[config.mk]
export PLATFORM = sky130hd
export DESIGN_NAME = mem_access
export DESIGN_NICKNAME = d
export VERILOG_FILES = /design/src/rtl/mem_access.sv
export SDC_FILE = /design/constraint.sdc
export NUM_CORES = 1
export LEC_CHECK = 0
export ABC_AREA = 1
export ABC_CLOCK_PERIOD_IN_PS = 3800
export BUFFER_PORTS_ARGS = -buffer_cell sky130_fd_sc_hd__buf_2
export CORE_MARGIN = 2
export CORE_UTILIZATION = 45
export DETAILED_ROUTE_END_ITERATION = 6
export GPL_TIMING_DRIVEN = 1
export PLACE_DENSITY_LB_ADDON = 0.3
export SLEW_MARGIN = 20
export SYNTH_ARGS = -nofsm -noshare
export SYNTH_HDL_FRONTEND = slang
export SYNTH_SLANG_ARGS = --single-unit
export TNS_END_PERCENT = 20
[constraint.sdc]
create_clock -name clk -period 3.8 [get_ports clk]
set_input_delay 0.38 -clock clk [delete_from_list [all_inputs] [get_ports clk]]
set_output_delay 0.38 -clock clk [all_outputs]
set_load 0.01 [all_outputs]
[src/rtl/mem_access.sv]
// mem_access: load/store bus master sitting between CPU control and an
// Avalon-MM style memory port. IDLE -> ACCESS -> DONE, every output
// comes straight from a register.
// Optional feature macro: MEM_ACCESS_ALIGN_CHECK_EN (misaligned half/word
// requests are rejected with fault_o instead of issuing a bus cycle).
module mem_access (
  input  logic        clk,
  input  logic        reset_i,
  input  logic        start_i,
  input  logic        write_i,
  input  logic [1:0]  size_i,
  input  logic [31:0] address_i,
  input  logic [1:0]  byte_offset_i,
  input  logic [31:0] store_data_i,
  output logic [31:0] avm_address_o,
  output logic        avm_read_o,
  output logic        avm_write_o,
  output logic [31:0] avm_writedata_o,
  output logic [3:0]  avm_byteenable_o,
  input  logic        avm_waitrequest_i,
  input  logic [31:0] avm_readdata_i,
  output logic [31:0] readdata_o,
  output logic        done_o,
  output logic        busy_o,
  output logic        fault_o
);

  typedef enum logic [1:0] {IDLE, ACCESS, DONE} state_t;

  state_t      state_reg, state_next;
  logic [31:0] addr_reg, addr_next;
  logic [31:0] wdata_reg, wdata_next;
  logic [3:0]  be_reg, be_next;
  logic [31:0] rdata_reg, rdata_next;
  logic        read_reg, read_next;
  logic        write_reg, write_next;
  logic        done_reg, done_next;
  logic        busy_reg, busy_next;
  logic        misaligned;

  // Byte lanes touched by an access; lane 0 (offset 0) is bits [31:24].
  function automatic logic [3:0] lane_mask(input logic [1:0] size, input logic [1:0] off);
    logic [3:0] mask;
    case (size)
      2'b00:   mask = 4'b1000 >> off;
      2'b01:   mask = off[1] ? 4'b0011 : 4'b1100;
      default: mask = 4'b1111;
    endcase
    return mask;
  endfunction

`ifdef MEM_ACCESS_ALIGN_CHECK_EN
  logic fault_reg, fault_next;
  assign misaligned = ((size_i == 2'b01) && byte_offset_i[0]) ||
                      ((size_i == 2'b10) && (byte_offset_i != 2'b00));
  assign fault_o    = fault_reg;
`else
  assign misaligned = 1'b0;
  assign fault_o    = 1'b0;
`endif

  // State and all output registers; reset abandons any transfer in flight.
  always_ff @(posedge clk or posedge reset_i) begin
    if (reset_i) begin
      state_reg <= IDLE;
      addr_reg  <= '0;
      wdata_reg <= '0;
      be_reg    <= '0;
      rdata_reg <= '0;
      read_reg  <= 1'b0;
      write_reg <= 1'b0;
      done_reg  <= 1'b0;
      busy_reg  <= 1'b0;
`ifdef MEM_ACCESS_ALIGN_CHECK_EN
      fault_reg <= 1'b0;
`endif
    end else begin
      state_reg <= state_next;
      addr_reg  <= addr_next;
      wdata_reg <= wdata_next;
      be_reg    <= be_next;
      rdata_reg <= rdata_next;
      read_reg  <= read_next;
      write_reg <= write_next;
      done_reg  <= done_next;
      busy_reg  <= busy_next;
`ifdef MEM_ACCESS_ALIGN_CHECK_EN
      fault_reg <= fault_next;
`endif
    end
  end

  // Next-state: start only matters in IDLE; ACCESS waits out waitrequest.
  always_comb begin
    state_next = state_reg;
    case (state_reg)
      IDLE:    if (start_i) state_next = misaligned ? DONE : ACCESS;
      ACCESS:  if (!avm_waitrequest_i) state_next = DONE;
      DONE:    state_next = IDLE;
      default: state_next = IDLE;
    endcase
  end

  // Output next-values: request fields are latched once and held until done.
  always_comb begin
    addr_next  = addr_reg;
    wdata_next = wdata_reg;
    be_next    = be_reg;
    rdata_next = rdata_reg;
    read_next  = 1'b0;
    write_next = 1'b0;
    done_next  = 1'b0;
`ifdef MEM_ACCESS_ALIGN_CHECK_EN
    fault_next = 1'b0;
`endif
    case (state_reg)
      IDLE: begin
        if (start_i && !misaligned) begin
          // Masking keeps the whole address port in use while dropping [1:0].
          addr_next  = address_i & 32'hFFFF_FFFC;
          wdata_next = store_data_i;
          be_next    = lane_mask(size_i, byte_offset_i);
          read_next  = ~write_i;
          write_next = write_i;
        end
        if (start_i && misaligned) begin
          done_next = 1'b1;
`ifdef MEM_ACCESS_ALIGN_CHECK_EN
          fault_next = 1'b1;
`endif
        end
      end
      ACCESS: begin
        read_next  = read_reg;
        write_next = write_reg;
        if (!avm_waitrequest_i) begin
          read_next  = 1'b0;
          write_next = 1'b0;
          done_next  = 1'b1;
          if (read_reg) rdata_next = avm_readdata_i;
        end
      end
      default: ;
    endcase
    busy_next = (state_next != IDLE);
  end

  assign avm_address_o    = addr_reg;
  assign avm_read_o       = read_reg;
  assign avm_write_o      = write_reg;
  assign avm_writedata_o  = wdata_reg;
  assign avm_byteenable_o = be_reg;
  assign readdata_o       = rdata_reg;
  assign done_o           = done_reg;
  assign busy_o           = busy_reg;

endmodule

* Yosys cells after proc, flatten, opt, wreduce, memory -nomap -nowiden
Cells that the tools add are included.
** Operators by class
- Equality and inequality tests :: 3
- Shift operators :: 1
- Muxes and demuxes :: 12
- Bitwise logic cells :: 2
- Reductions and logical operators :: 5
** Operators by type and width (number)
- $pmux W4 S2 :: 1
- $mux W1 :: 5
- $eq A2 B1 Y1 const B :: 2
- $logic_not A2 Y1 :: 2
- $mux W2 :: 2
- $mux W4 :: 1
- $pmux W1 S2 :: 2
- $pmux W2 S2 :: 1
- $shr A4 B2 Y4 const A :: 1
- $reduce_and A3 Y1 :: 1
- $ne A2 B2 Y1 const B :: 1
- $not A1 Y1 :: 2
- $reduce_and A2 Y1 :: 1
- $reduce_bool A2 Y1 :: 1
** Word-level totals
- Register bits after elaboration :: 104
- Input port bits :: 105
- Output and inout port bits :: 105
- Word-level logic and storage cells :: 32

* Longest topological paths before layout
Gate-level depths: netlist of run 1.
- Depth after elaboration :: 3
- Gate-level depth with buffers :: 7
- Gate-level depth less buffers :: 6

* Worst setup path before layout of run 1
No wires, ideal clock.
- Path type :: register to register
- Start :: register state_reg[0]
- End :: register be_reg[3], in the netlist avm_byteenable_o[3]
- Library setup time :: 116 ps
- Data arrival time :: 1003 ps
- Required time :: 3684 ps
- Slack :: 2680 ps
- Cell stages (with the launch flop) :: 7
- Buffers on the path :: 2
- Clock period less this slack :: 1120 ps
- Cells stage by stage :: dfrtp_1 > nor2_1 > nand2_1 > buf_4 > buf_4 > nand2_1 > nand2_1
** Between the ends
- Cells in the longest elaborated chain, start to end :: 2
** RTL lines
- start: declaration :: RTL line 30 : state_t state_reg, state_next;
- start signal: assignment :: RTL line 78 : state_reg <= state_next;
- $logic_not A2 Y1 :: RTL line 116 : case (state_reg)
- $reduce_and A2 Y1 (no line)
- end signal: assignment :: RTL line 81 : be_reg <= be_next;
- end: declaration :: RTL line 33 : logic [3:0] be_reg, be_next;
Every way passes these cells.
A chain may end at the register's enable or synchronous reset.

* Worst setup path in the final report of run 1
- Start :: register state_reg[0]
- End :: register rdata_reg[26], in the netlist readdata_o[26]
** Between the ends
- Cells in the longest elaborated chain, start to end :: 2
** RTL lines
- $eq A2 B1 Y1 :: RTL line 116
- $reduce_and A3 Y1 (no line)
- end signal: assignment :: RTL line 82 : rdata_reg <= rdata_next;
- end: declaration :: RTL line 34 : logic [31:0] rdata_reg, rdata_next;
Every way passes these cells.

==> results of run 1 <==
-- stage by stage --
stage / power (mW) / setup slack, ns / cell area [sq um] / cells
floorplan: 2.53 / 0.688 / 4070 / 461
global placement: 3.09 / 1.52 / 5100 / 751
detailed placement: 3.15 / 1.40 / 5100 / 751
CTS: 3.85 / 1.39 / 5300 / 767
global route: 4.08 / 1.14 / 5300 / 767
finish: 3.80 / 1.37 / 5300 / 767
-- kinds of logic (layout without fill, tap and decap cells) --
kind of cell           after synthesis  count (layout)  synth area share
AO/OA/AOI/OAI                        2               2           0.00246
buffers and inverters               35             233            0.0505
flip-flops                         104             104             0.640
other                                1               3          0.000922
AND/OR/NAND/NOR                    317             317             0.306
-- final timing paths --
check / end / start
worst min-delay path: avm_writedata_o[11]$_DFFE_PP0P_ / store_data_i[11]
worst max-delay path: readdata_o[26]$_DFFE_PP0P_ / state_reg[0]$_DFF_PP0_
max in group asynchronous: avm_address_o[31]$_DFFE_PP0P_ / reset_i
worst max register to register: readdata_o[26]$_DFFE_PP0P_ / state_reg[0]$_DFF_PP0_
worst min register to register: readdata_o[13]$_DFFE_PP0P_ / readdata_o[13]$_DFFE_PP0P_
min in group asynchronous: readdata_o[28]$_DFFE_PP0P_ / reset_i
-- layout by cell type, fill, tap and decap left out --
cell,instances
buf_2,204
buf_4,4
bufinv_16,1
clkbuf_1,1
clkbuf_8,10
clkinv_2,2
clkinv_4,1
clkinvlp_4,1
conb_1,3
dfrtp_1,104
inv_1,7
inv_2,1
inv_4,1
nand2_1,267
nand2_2,1
nand3_1,34
nor2_1,12
nor2_2,1
nor2_4,2
o21ai_0,2
-- worst max-delay path, cell delays in order (launching register included) --
cell,delay (ns)
dfrtp_1,0.43
inv_2,0.06
nor2_4,0.59
nand2_1,0.86
nand2_1,0.25
nand2_1,0.08
-- power by group through the flow --
stage | logic (mW) | registers (mW) | clock network [mW]
floorplan | 0.530 | 2.00 | 0
global placement | 1.32 | 1.76 | 0
detailed placement | 1.37 | 1.78 | 0
CTS | 1.37 | 1.77 | 0.714
global route | 1.51 | 1.82 | 0.755
finish | 1.34 | 1.77 | 0.693
-- per-layer routing --
metal  vias to the layer above  GRT usage  wire length (um)
li1                       1780          -                 -
met1                      1681      0.252              4310
met2                       149      0.362              4800
met3                        17     0.0560               821
met4                         0     0.0717               184
met5                         -          0                 0
-- area by class of cell --
| class | instances | area share |
|---|---|---|
| inverters | 9 | 0.00685 |
| well taps | 108 | 0.0255 |
| multi-input cells | 322 | 0.240 |
| repair buffers | 208 | 0.198 |
| flip-flops and latches | 104 | 0.491 |
| clock inverters | 5 | 0.0106 |
| clock buffers | 11 | 0.0267 |
==> results.txt, run 1 <==
* Worst voltage drop across the vdd grid: 0.337 mV
- Of the total power, combinational logic draws 0.353.
- Initial standard-cell utilization of the core: 0.464
* Minimum clock period after layout: 2.43 ns
- Detailed placer's ending HPWL: 7060 um
- Post-synth EDFFs: 0
- Global placer's final weighted congestion: 0.797
- Final Cycle Share: 0.639
* Post-layout utilization of the core: 0.604
* Synthesized area per cell: 8.86 sq um
* Horiz. Die Dim: 99.1 um
- CORE AREA: 0.00876 sq mm
- Leakage power summed over all cells: 3.20 nW
- The flow ran to the end, and the final reports show no timing, DRC or antenna violations.
- Across all register-to-register paths, the minimum setup slack is 1.37 ns.
* Sequential share of power: 0.465
- Largest net degree at the start of global routing: 80
* Pins Over Slew Limit: 0
- The first routing iteration left 109 violations.
* Maximum achievable frequency: 0.412 GHz
* Clock power frac: 0.182
- The synthesized design spends more area on one cell type than any other, namely dfrtp_1.
- Synthesized instance count: 459
* Number of antenna violations at the first check in global routing: 0
- Seq/Total Area, Yosys: 0.640
- Post-cts sizing count: 0
* Final clock skew: 0.0125 ns
- 210 I/O pins were placed.
- Total power density per cell area: 717 mW/mm^2
- Worst Hold Class: in -> reg
- TritonCTS clock tree: yes
* Actual slew at the worst max-slew pin: 1.06 ns
- Number of failing setup endpoints in the final timing report: 0
- Routed vias: 3,627
- CTS H-tree lvls: 3
* Grt ovf: 0
* Mean routed wirelength per cell: 13.2 um
- Sw Share: 0.370
- Summing all flip-flop and latch instances after layout gives 0.00260 sq mm.
- Number of hold-repair buffers added at the cts stage: 0
- Detailed-route vias per instance: 4.73
- Clock latency on the worst-skew pair, taken at its later pin, is 0.36 ns.
* Number of fillers in the final layout: 807
* Vias in the first global route: 3,514
- The number of endpoints with negative hold slack in the final report was 0.
- The number of different library cells used by synthesis comes to 13.
- Area growth from synthesis to layout: 30.2%
* Total routing resource utilization after global routing: 0.209
- Of all flip-flops after synthesis, the portion carrying an async set or reset was 1.00.
- Ratio of cells with drive above 1 in the final layout: 0.347
- Wires add up to 10,100 um.
- The count of nets left with antenna violations once routing finished came out at 0.
- Flip-flop and latch count after synthesis: 104
* Number of iterations in the first detailed-routing pass: 4
- Among all flip-flop cells after synthesis, the most frequent one is dfrtp_1.
- The final layout contains 759 nets.
* Setup_tns: 0 ns
- Netlist area before placement: 0.00407 sq mm
- Final hold slack: 0.210 ns
* Setup repair after global routing missed its margin: no
* Start-to-end type of the worst setup path: reg -> reg
* Pint: 2.39 mW
- Along the worst hold path, the cell count comes to 3.
- Startpoint types: flip-flop
* Number of rows created at floorplan: 34
* Data required time at the worst endpoint: 4.03 ns
- The die is 99.1 um tall.
* Die area: 0.00981 sq mm
- Number of diodes added for antenna fixing: 0
- WP data arrival: 2.66 ns
- The multi-input combinational cells in the finished layout cover a total of 0.00127 sq mm.
* Share of Yosys cell area claimed by the top area cell type: 0.640
* Number of DRC violations after detailed routing: 0
* Number of setup buffers added after CTS: 0
- Buffer type at the clock tree root: clkbuf_8
- By count the netlist is led by 268 x nand2_1, 104 x dfrtp_1, 34 x nand3_1, 14 x buf_2, 12 x nor2_1.
* R2R cell count: 5
- For this design the total switching power over the nets is 1.41 mW.
* Number of buffers on the longest clock path: 2
- Clock-pin slew was measured on the worst setup and hold paths at 0.10 ns.
* Top cells by area, synth: dfrtp_1 64%, nand2_1 25%, nand3_1 4.2%
- The first global-routing pass estimated 16,400 um of wire.
- Yosys printed 0 warnings.
* Most repeated cell in the gate-level netlist after synthesis: nand2_1
* Count of buffers inserted at the top-level ports: 204
- Clk sinks: 104
- Across the run, the number of max-cap violations was 0.
- STA classifies the critical path endpoint as a flip-flop.
- Number of buffers inserted during clock tree synthesis: 9
- Along the worst path, the maximum fanout reaches 36.
- The worst pin sits at a relative slew slack of 0.293.
Note: power is estimated with default switching activity, not from simulation.
==> inputs of run 2 (changes only) <==
ABC_AREA = 0   (was 1)
ABC_CLOCK_PERIOD_IN_PS = 2460   (was 3800)
clock period = 2.46 ns   (was 3.8 ns; I/O delays follow)
==> run 2 against run 1 <==
Compared with the run above:
- cell count fell by 27%
- combinational power rose by 66%
- critical path depth fell by 2
- global-route usage fell by 3.8 points
- clock skew fell by 0.0032 ns
- via count fell by 26%
- sequential share of layout area fell by 0.48 points
- register-to-register slack got worse by 0.72 ns
- highest routed layer unchanged
==> results.txt, run 2 <==
* CORE AREA: 0.00881 sq mm
- Die area: 0.00997 sq mm
- Simple-gate share of the synthesized area: 0.0257
- The startpoint identified for the worst register-to-register timing path is state_reg[1]$_DFF_PP0_.
* Detailed-route vias per instance: 4.78
- Reg2Reg Setup Slack: 0.65 ns
- In this run, synthesis produced a sequential element count of 104.
* Setup repair after global routing missed its margin: no
- The biggest area contributor in the post-synthesis netlist is dfrtp_1.
* R2R cell count: 3
* Result of the run: finished clean
* Number of fillers in the final layout: 714
- Setup WS post-layout: 0.653 ns
* Count of buffers inserted at the top-level ports: 204
- Asr flop ratio synth: 1.00
- Final-report hold violation count: 0
- Minimum clock period after layout: 1.81 ns
* Number of warning messages in the yosys log: 0
* Arithmetic-cell share of the synthesized area counting full adders, half adders and majority gates: 0
- Clock-pin slew was measured on the worst setup and hold paths at 0.09 ns.
- The first detailed-routing pass ran for 4 iterations.
* Max-Slew Margin vs Limit: 0.431
* WP data arrival: 2.05 ns
* Number of buffers inserted during clock tree synthesis: 9
- Setup_tns: 0 ns
- For this run, the register share of the synthesized area comes to 0.630.
* Startpoint types: flip-flop
- Wire length of the first global-routing pass: 13,400 um
* Worst Hold Class: in -> async
- Crit Path Max Fanout: 32
* Number of hold-repair buffers added at the cts stage: 0
- Ranked by instance count, the synthesized netlist is headed by 104 x dfrtp_1, 61 x mux2_2, 30 x mux2_4, 6 x buf_6.
- Buffer type at the clock tree root: clkbuf_8
* Maximum achievable frequency: 0.553 GHz
- In the synthesized netlist the dominant register cell turns out to be dfrtp_1.
* Worst Setup EP: readdata_o[30]$_DFFE_PP0P_
- Final clock skew: 0.00926 ns
- The finished layout holds 560 standard cells, fillers aside.
- Each instance of the synthesized netlist takes up on average 17.0 sq um.
* Timing startpoint of the critical path: state_reg[1]$_DFF_PP0_
- Pins Over Slew Limit: 0
- The compound-gate portion of the synthesized area is 0.0167.
- The routed design has 8500 um of wire.
* Max-capacitance violation count: 0
- Post-synth EDFFs: 0
- Netlist area before placement: 0.00413 sq mm
- Top cells by area, synth: dfrtp_1 63%, mux2_2 17%, mux2_4 11%
- The count of nets left with antenna violations once routing finished came out at 0.
* Number of rows created at floorplan: 34
- The H-tree was split into 3 levels.
* Insertion delay of the later-clocked pin in the worst-skew pair: 0.35 ns
* Initial standard-cell utilization of the core: 0.469
* Grt ovf: 0
* TritonCTS clock tree: yes
- Of the total synthesized cell area, the portion taken by XOR and XNOR cells is 0.
* Vias in the first global route: 2,819
* Number of setup buffers added after CTS: 0
- The number of gates resized after CTS was 0.
- Clk sinks: 104
- Actual slew at the worst max-slew pin: 0.854 ns
- Ratio of cells with drive above 1 in the final layout: 0.704
- Start-to-end type of the worst setup path: reg -> reg
* Final Power: 6.01 mW
* Distinct cell type count of the synthesized netlist: 25
- The number of antenna violations at the first check in global routing came to 0.
* Number of failing setup endpoints in the final timing report: 0
* Global placer's final weighted congestion: 0.751
- STA classifies the critical path endpoint as a flip-flop.
* Total power density per cell area: 1120 mW/mm^2
* Pre-CTS worst setup slack: 0.665 ns
* Worst voltage drop across the vdd grid: 0.585 mV
- Total routing resource utilization after global routing: 0.171
- For this block, the initial DRC count from the detailed router was 47.
- Reg2Reg Capture Point: readdata_o[30]$_DFFE_PP0P_
- Largest net degree at the start of global routing: 69
- In this run the deepest clock path goes through 2 buffers.
- Number of cells after detailed placement: 545
* Most frequent cells in the layout: 204 x buf_2, 104 x dfrtp_1, 61 x mux2_2, 30 x mux2_4, 9 x clkbuf_8
* Share of Yosys cell area claimed by the top area cell type: 0.630
- After detailed routing, the average wire length per cell comes to 15.2 um.
* IO Pins: 210
* Area growth from synthesis to layout: 29.4%
* Commonest non-fill, non-tap cell in the layout: buf_2
- Multiplexer area fraction after synthesis: 0.283
* Largest family of logic cells by synthesized area: multiplexers
- Final Cycle Share: 0.735
- The floorplan step set the die width to 99.8 um.
- Number of DRC violations after detailed routing: 0
- For the worst setup path, the data required time is 2.70 ns.
- Leakage power summed over all cells: 2.68 nW
* Number of diodes added for antenna fixing: 0
- Die H: 99.8 um
* Net count of the finished layout: 553
* Most repeated cell in the gate-level netlist after synthesis: dfrtp_1
- Detailed placer's ending HPWL: 6320 um
- Synthesis produced a netlist whose cell count is 243.
- Routed vias: 2,675
==> run 2: critical path, stage by stage, from the launching register on <==
cell and delay (ns):
dfrtp_1 0.51, nor3b_4 0.22, and2_4 0.55, mux2_2 0.40
==> run 2: worst min path at each step <==
stage | slack (ns) | cells past startpoint | end | from
after floorplan | 0.31 | 1 | state_reg[1]$_DFF_PP0_ | avm_waitrequest_i
after global placement | 0.40 | 3 | readdata_o[5]$_DFFE_PP0P_ | reset_i
after detailed placement | 0.40 | 3 | readdata_o[5]$_DFFE_PP0P_ | reset_i
after CTS | 0.005 | 3 | readdata_o[22]$_DFFE_PP0P_ | reset_i
after global routing | 0.04 | 3 | readdata_o[1]$_DFFE_PP0P_ | reset_i
final | 0.009 | 3 | readdata_o[1]$_DFFE_PP0P_ | reset_i
==> run 2: kinds of logic after synthesis <==
kind of cell           after synthesis
AO/OA/AOI/OAI                       11
buffers and inverters               18
other                                1
multiplexers                        94
flip-flops                         104
AND/OR/NAND/NOR                     15
==> run 2: cell type report <==
type,count,area [sq um],share of cell area
flip-flops and latches,104,2600,0.487
multi-input cells,123,1360,0.255
repair buffers,208,1050,0.196
well taps,108,135,0.0253
clock buffers,10,128,0.0239
clock inverters,5,58.8,0.0110
inverters,2,11.3,0.00211
==> run 2: stage by stage <==
step / hold WS (ns) / util / instance area (sq um)
global route: 0.0359 / 0.607 / 5350
floorplan: 0.313 / - / 4140
global placement: 0.400 / 0.586 / 5160
finish: 0.00928 / 0.607 / 5350
CTS: 0.00509 / 0.607 / 5350
detailed placement: 0.401 / 0.586 / 5160
==> run 2: layer usage <==
metal | GRT usage | wire length [um]
met4 | 0.0506 | 86
met3 | 0.0620 | 767
met2 | 0.291 | 4180
met1 | 0.206 | 3470
met5 | 0 | 0
==> run 2: power breakdown <==
part           switching, mW  leakage [nW]  internal, mW
combinational          0.984          1.35          1.25
clock                  0.543        0.0883         0.465
sequential             0.356          1.24          2.41
total                   1.88          2.68          4.13
